[src/rtl/ps2_host_tx.sv]
// PS/2 host-to-device command transmitter: inhibit, request-to-send, 10 device-clocked
// bits, ACK sample and bus-idle wait, with open-drain drive through output enables.
module ps2_host_tx #(
  parameter int INHIBIT_CYCLES = 12000,
  parameter int TIMEOUT_CYCLES = 2000000
) (
  input  logic       clk,
  input  logic       rstn,
  input  logic [7:0] tx_data,
  input  logic       tx_valid,
  output logic       tx_ready,
  input  logic       ps2_clk_in,
  input  logic       ps2_data_in,
  output logic       ps2_clk_oe,
  output logic       ps2_data_oe,
  output logic       busy,
  output logic       rx_inhibit,
  output logic       done,
  output logic       err,
  output logic [1:0] err_code
);

  localparam int CNT_MAX = (INHIBIT_CYCLES > TIMEOUT_CYCLES) ? INHIBIT_CYCLES : TIMEOUT_CYCLES;
  localparam int CW      = $clog2(CNT_MAX + 1);
  localparam logic [CW-1:0] INH_LAST = CW'(INHIBIT_CYCLES - 1);
  localparam logic [CW-1:0] TMO_LAST = CW'(TIMEOUT_CYCLES - 1);
  localparam logic [1:0] ERR_TMO  = 2'b01;
  localparam logic [1:0] ERR_NACK = 2'b10;

  typedef enum logic [2:0] {IDLE, INHIBIT, RTS, SEND, ACK, WAIT_IDLE} state_t;

  state_t          state;
  logic [1:0]      clk_sync, data_sync;
  logic            clk_q;
  logic            clk_s, data_s, fe, tmo;
  logic [9:0]      frame;
  logic [3:0]      idx;
  logic [CW-1:0]   cnt;

  // Lines idle high, so the synchronizers reset to 1 to avoid a false edge.
  always_ff @(posedge clk or negedge rstn) begin
    if (!rstn) begin
      clk_sync  <= 2'b11;
      data_sync <= 2'b11;
      clk_q     <= 1'b1;
    end else begin
      clk_sync  <= {clk_sync[0], ps2_clk_in};
      data_sync <= {data_sync[0], ps2_data_in};
      clk_q     <= clk_sync[1];
    end
  end

  assign clk_s  = clk_sync[1];
  assign data_s = data_sync[1];
  assign fe     = clk_q & ~clk_s;
  assign tmo    = (cnt == TMO_LAST);

  always_ff @(posedge clk or negedge rstn) begin
    if (!rstn) begin
      state       <= IDLE;
      ps2_clk_oe  <= 1'b0;
      ps2_data_oe <= 1'b0;
      done        <= 1'b0;
      err         <= 1'b0;
      err_code    <= 2'b00;
      frame       <= '0;
      idx         <= '0;
      cnt         <= '0;
    end else begin
      done <= 1'b0;
      err  <= 1'b0;
      unique case (state)
        IDLE: begin
          ps2_clk_oe  <= 1'b0;
          ps2_data_oe <= 1'b0;
          if (tx_valid) begin
            frame      <= {1'b1, ~^tx_data, tx_data};
            idx        <= '0;
            err_code   <= 2'b00;
            cnt        <= INH_LAST;
            ps2_clk_oe <= 1'b1;
            state      <= INHIBIT;
          end
        end
        INHIBIT: begin
          if (cnt == '0) begin
            ps2_data_oe <= 1'b1;
            state       <= RTS;
          end else begin
            cnt <= cnt - 1'b1;
          end
        end
        RTS: begin
          ps2_clk_oe <= 1'b0;
          cnt        <= '0;
          state      <= SEND;
        end
        SEND: begin
          if (fe) begin
            ps2_data_oe <= ~frame[idx];
            cnt         <= '0;
            if (idx == 4'd9) state <= ACK;
            else             idx   <= idx + 1'b1;
          end else if (tmo) begin
            ps2_data_oe <= 1'b0;
            err         <= 1'b1;
            err_code    <= ERR_TMO;
            state       <= IDLE;
          end else begin
            cnt <= cnt + 1'b1;
          end
        end
        ACK: begin
          if (fe) begin
            cnt <= '0;
            if (!data_s) begin
              state <= WAIT_IDLE;
            end else begin
              err      <= 1'b1;
              err_code <= ERR_NACK;
              state    <= IDLE;
            end
          end else if (tmo) begin
            err      <= 1'b1;
            err_code <= ERR_TMO;
            state    <= IDLE;
          end else begin
            cnt <= cnt + 1'b1;
          end
        end
        WAIT_IDLE: begin
          if (clk_s && data_s) begin
            done  <= 1'b1;
            state <= IDLE;
          end else if (fe) begin
            cnt <= '0;
          end else if (tmo) begin
            err      <= 1'b1;
            err_code <= ERR_TMO;
            state    <= IDLE;
          end else begin
            cnt <= cnt + 1'b1;
          end
        end
        default: state <= IDLE;
      endcase
    end
  end

  assign busy       = (state != IDLE);
  assign rx_inhibit = busy;
  assign tx_ready   = (state == IDLE);

endmodule

[config.mk]
export PLATFORM = sky130hd
export DESIGN_NAME = ps2_host_tx
export DESIGN_NICKNAME = d
export VERILOG_FILES = /design/src/rtl/ps2_host_tx.sv
export SDC_FILE = /design/constraint.sdc
export NUM_CORES = 1
export LEC_CHECK = 0
export ABC_AREA = 0
export CAP_MARGIN = 20
export CORE_MARGIN = 5
export CORE_UTILIZATION = 55
export CTS_BUF_LIST = sky130_fd_sc_hd__clkbuf_8
export CTS_CLUSTER_SIZE = 12
export DETAILED_ROUTE_END_ITERATION = 8
export HOLD_SLACK_MARGIN = 0.05
export PLACE_DENSITY = 0.76
export SLEW_MARGIN = 20
export SYNTH_ARGS = -nofsm -noshare
export SYNTH_HDL_FRONTEND = slang
export SYNTH_SLANG_ARGS = --single-unit
[constraint.sdc]
create_clock -name clk -period 6.2 [get_ports clk]
set_clock_uncertainty 0.2 [all_clocks]
set_input_delay 0.93 -clock clk [delete_from_list [all_inputs] [get_ports clk]]
set_output_delay 0.93 -clock clk [all_outputs]
set_load 0.02 [all_outputs]
==> results.toml <==
[run_status]
status = "complete, no violations"

[min_path]
min_path_cells = 0
hold_path_class = "flip-flop to flip-flop"

[routing]
routed_via_density = 6.64
finalWirelength_mm = 8.27
drt_iter0_drc = 266
dr.pass1.iters = 5
num_vias = 3120
wl_per_cell_um = 17.6
drc = 0
antenna_left = 0

[global_route]
grt_overflow_total = 0
grt_pass1_wl_mm = 14.2
antenna_found_initial = 0
first_global_vias = 2973
grt_max_degree = 50
grtUsageTotal = 0.231

[floorplan]
pin_count = 22
fp.dieW_um = 87.4
core_area_um2 = 5890
die_area_um2 = 7640
rows = 28
start_util = 0.560
die_h_um = 87.4

[synth]
ys_seq_elements = 49
synth_area_per_cell_um2 = 8.38
ys_warn_count = 0
synth_area_leaders = "dfrtp_1, a21oi_1, nand2_1"
yosys.area.top_type = "dfrtp_1"
synth_area_um2 = 3290
synth_common_cells = "dfrtp_1, nand2_1, a21oi_1"
syn_nets = 410
synth_top_cell_area_share = 0.334
netlist_instances = 393
synth_edf_count = 0
synthArstFlopShare = 1.00
synth_top_flop_cell = "dfrtp_1"
ys_types = 65
synth.most_common_cell = "dfrtp_1"
yosysSeqAreaShare = 0.374

[layout]
drive_gt1_frac = 0.0835
antennaDiodeCount = 0
fillerInstances = 520
multiInputGateArea_um2 = 1870
nets = 411
finalNonFillerCells = 470
seq_area_um2 = 1230
final_area_um2 = 3580
area_growth_pct = 8.74

[critical_path]
startpoint_type = "flip-flop"
r2r_cells = 6
crit_fanout = 21
critical_path_class = "flip-flop to output pin"
max_stage_delay_ns = 0.61
cp-end-kind = "output pin"
critPathRequiredTime_ns = 5.07
critPathArrivalTime_ns = 2.15
cpMaxStageDelayCell = "dfrtp_1"
crit_chain = "or3_1 -> inv_1 -> clkdlybuf4s50_1"

[job]
max_cap_violations = 0

[clock_tree]
htree_levels = 2
clock_path_buffers = 2
post_cts_buffers = 0
path_clk_slew_ns = 0.11
cts_tree = "built"
root_buffer = "clkbuf_8"
ctsHoldBuffers = 0
insertion_delay_ns = 0.32
numCtsBuffers = 5
clkSinkCount = 49
cts.repair.resized = 0

[timing]
slew_headroom = 0.347
max_freq_mhz = 305
setup_viol = 0
setup_tns_ns = 0
fin_crit_sh = 0.529
rsz0062_at_grt = "false"
slew_violations = 0
worstMarginPinSlew_ns = 0.970
finalHoldViolCount = 0
period_needed_ns = 3.28

[power_and_ir_drop]
powerDensity_nw_per_um2 = 462
p_leak_nw = 1.46
peakVddDrop_mv = 0.321

[placed_design]
gp_congestion = 0.906
io_buffers = 21
place_inst = 462
hpwl_mm = 5.48
placed_area_um2 = 3480
-- kinds of logic (layout without fill, tap and decap cells) --
logic type      count (synthesis)  in the layout  synth area share
flops                          49             49             0.374
buf+inv                        43             45            0.0570
xor+xnor                       12             12            0.0319
simple gates                  149            149             0.240
mux                             4              4            0.0197
fa+ha+maj                       4              4            0.0152
compound gates                132            132             0.262
-- worst paths after layout --
kind                                               to  slack, ns             startpoint
worst max register to register     cnt[5]$_DFFE_PN0P_       3.10    cnt[13]$_DFFE_PN0P_
worst max-delay path                         tx_ready       2.92   state[2]$_DFFE_PN0P_
worst min register to register  clk_sync[1]$_DFF_PN1_       0.16  clk_sync[0]$_DFF_PN1_
min in group asynchronous         cnt[14]$_DFFE_PN0P_       0.50                   rstn
max in group asynchronous          cnt[2]$_DFFE_PN0P_       4.86                   rstn
worst min-delay path            clk_sync[1]$_DFF_PN1_       0.16  clk_sync[0]$_DFF_PN1_
-- layer usage --
layer  global-route usage  vias up  routed length [um]
li1                     -     1476                   -
met2                0.365      156                3850
met4               0.0781        0                  91
met3               0.0341       10                 629
met5                    0        -                   0
met1                0.322     1478                3700
-- cell type report --
type                       count  area share
clock inverter                 3     0.00803
inverter                      11      0.0115
timing repair buffer          26      0.0678
clock buffer                   5      0.0192
multi-input combinational    301       0.523
tap                           75      0.0262
sequential                    49       0.344
-- cell usage in the layout (no fill, tap or decap), types with 3 or more instances in the layout --
cell type	netlist	final
nor3_1	12	12
nor2_1	27	27
o22ai_1	4	4
a211o_1	3	3
a21oi_1	35	35
xnor2_1	7	7
nand2_1	43	43
a22o_1	4	4
nand3b_1	4	4
dfrtp_1	44	44
nand4_1	6	6
inv_1	11	11
a211oi_1	4	4
o211ai_1	3	3
o21ai_0	27	26
dfstp_2	5	5
o221ai_1	3	3
buf_4	2	5
o32ai_1	3	3
or4_1	4	4
and3_1	4	4
nor4_1	7	7
clkdlybuf4s50_1	0	20
clkbuf_8	0	5
nand3_1	19	19
or3_1	4	4
a32oi_1	3	3
o31ai_1	8	8
a22oi_1	3	3
a31oi_1	13	13
ha_1	4	4
xor2_1	5	5
-- critical path: cells and delay by family (launching register included) --
family,cells,cell delay (ns)
buffers and inverters,2,0.67
flip-flops,1,0.61
AND/OR/NAND/NOR,1,0.56
-- per-stage QoR --
step / util / hold slack, ns / setup slack, ns / total power, W
6_report: 0.609 / 0.162 / 2.92 / 0.00165
3_3_place_gp: 0.592 / 0.147 / 3.07 / 0.00140
4_1_cts: 0.609 / 0.164 / 2.92 / 0.00164
3_5_place_dp: 0.592 / 0.148 / 2.97 / 0.00142
2_1_floorplan: - / 0.145 / 3.73 / 0.00123
5_1_grt: 0.609 / 0.166 / 2.79 / 0.00180
-- power breakdown --
part | switching (W) | internal [W] | total [W]
registers | 0.000172 | 0.000422 | 0.000594
logic | 0.000503 | 0.000343 | 0.000845
clock network | 0.000129 | 0.0000856 | 0.000215
-- state kept, by name (all words and copies together), names as in the netlist --
register	count
data_sync	2
ps2_clk_oe	1
cnt	21
ps2_data_oe	1
state	3
done	1
clk_sync	2
err_code	2
err	1
idx	4
clk_q	1
frame	10
No activity file was read; power rests on OpenSTA's default activity.
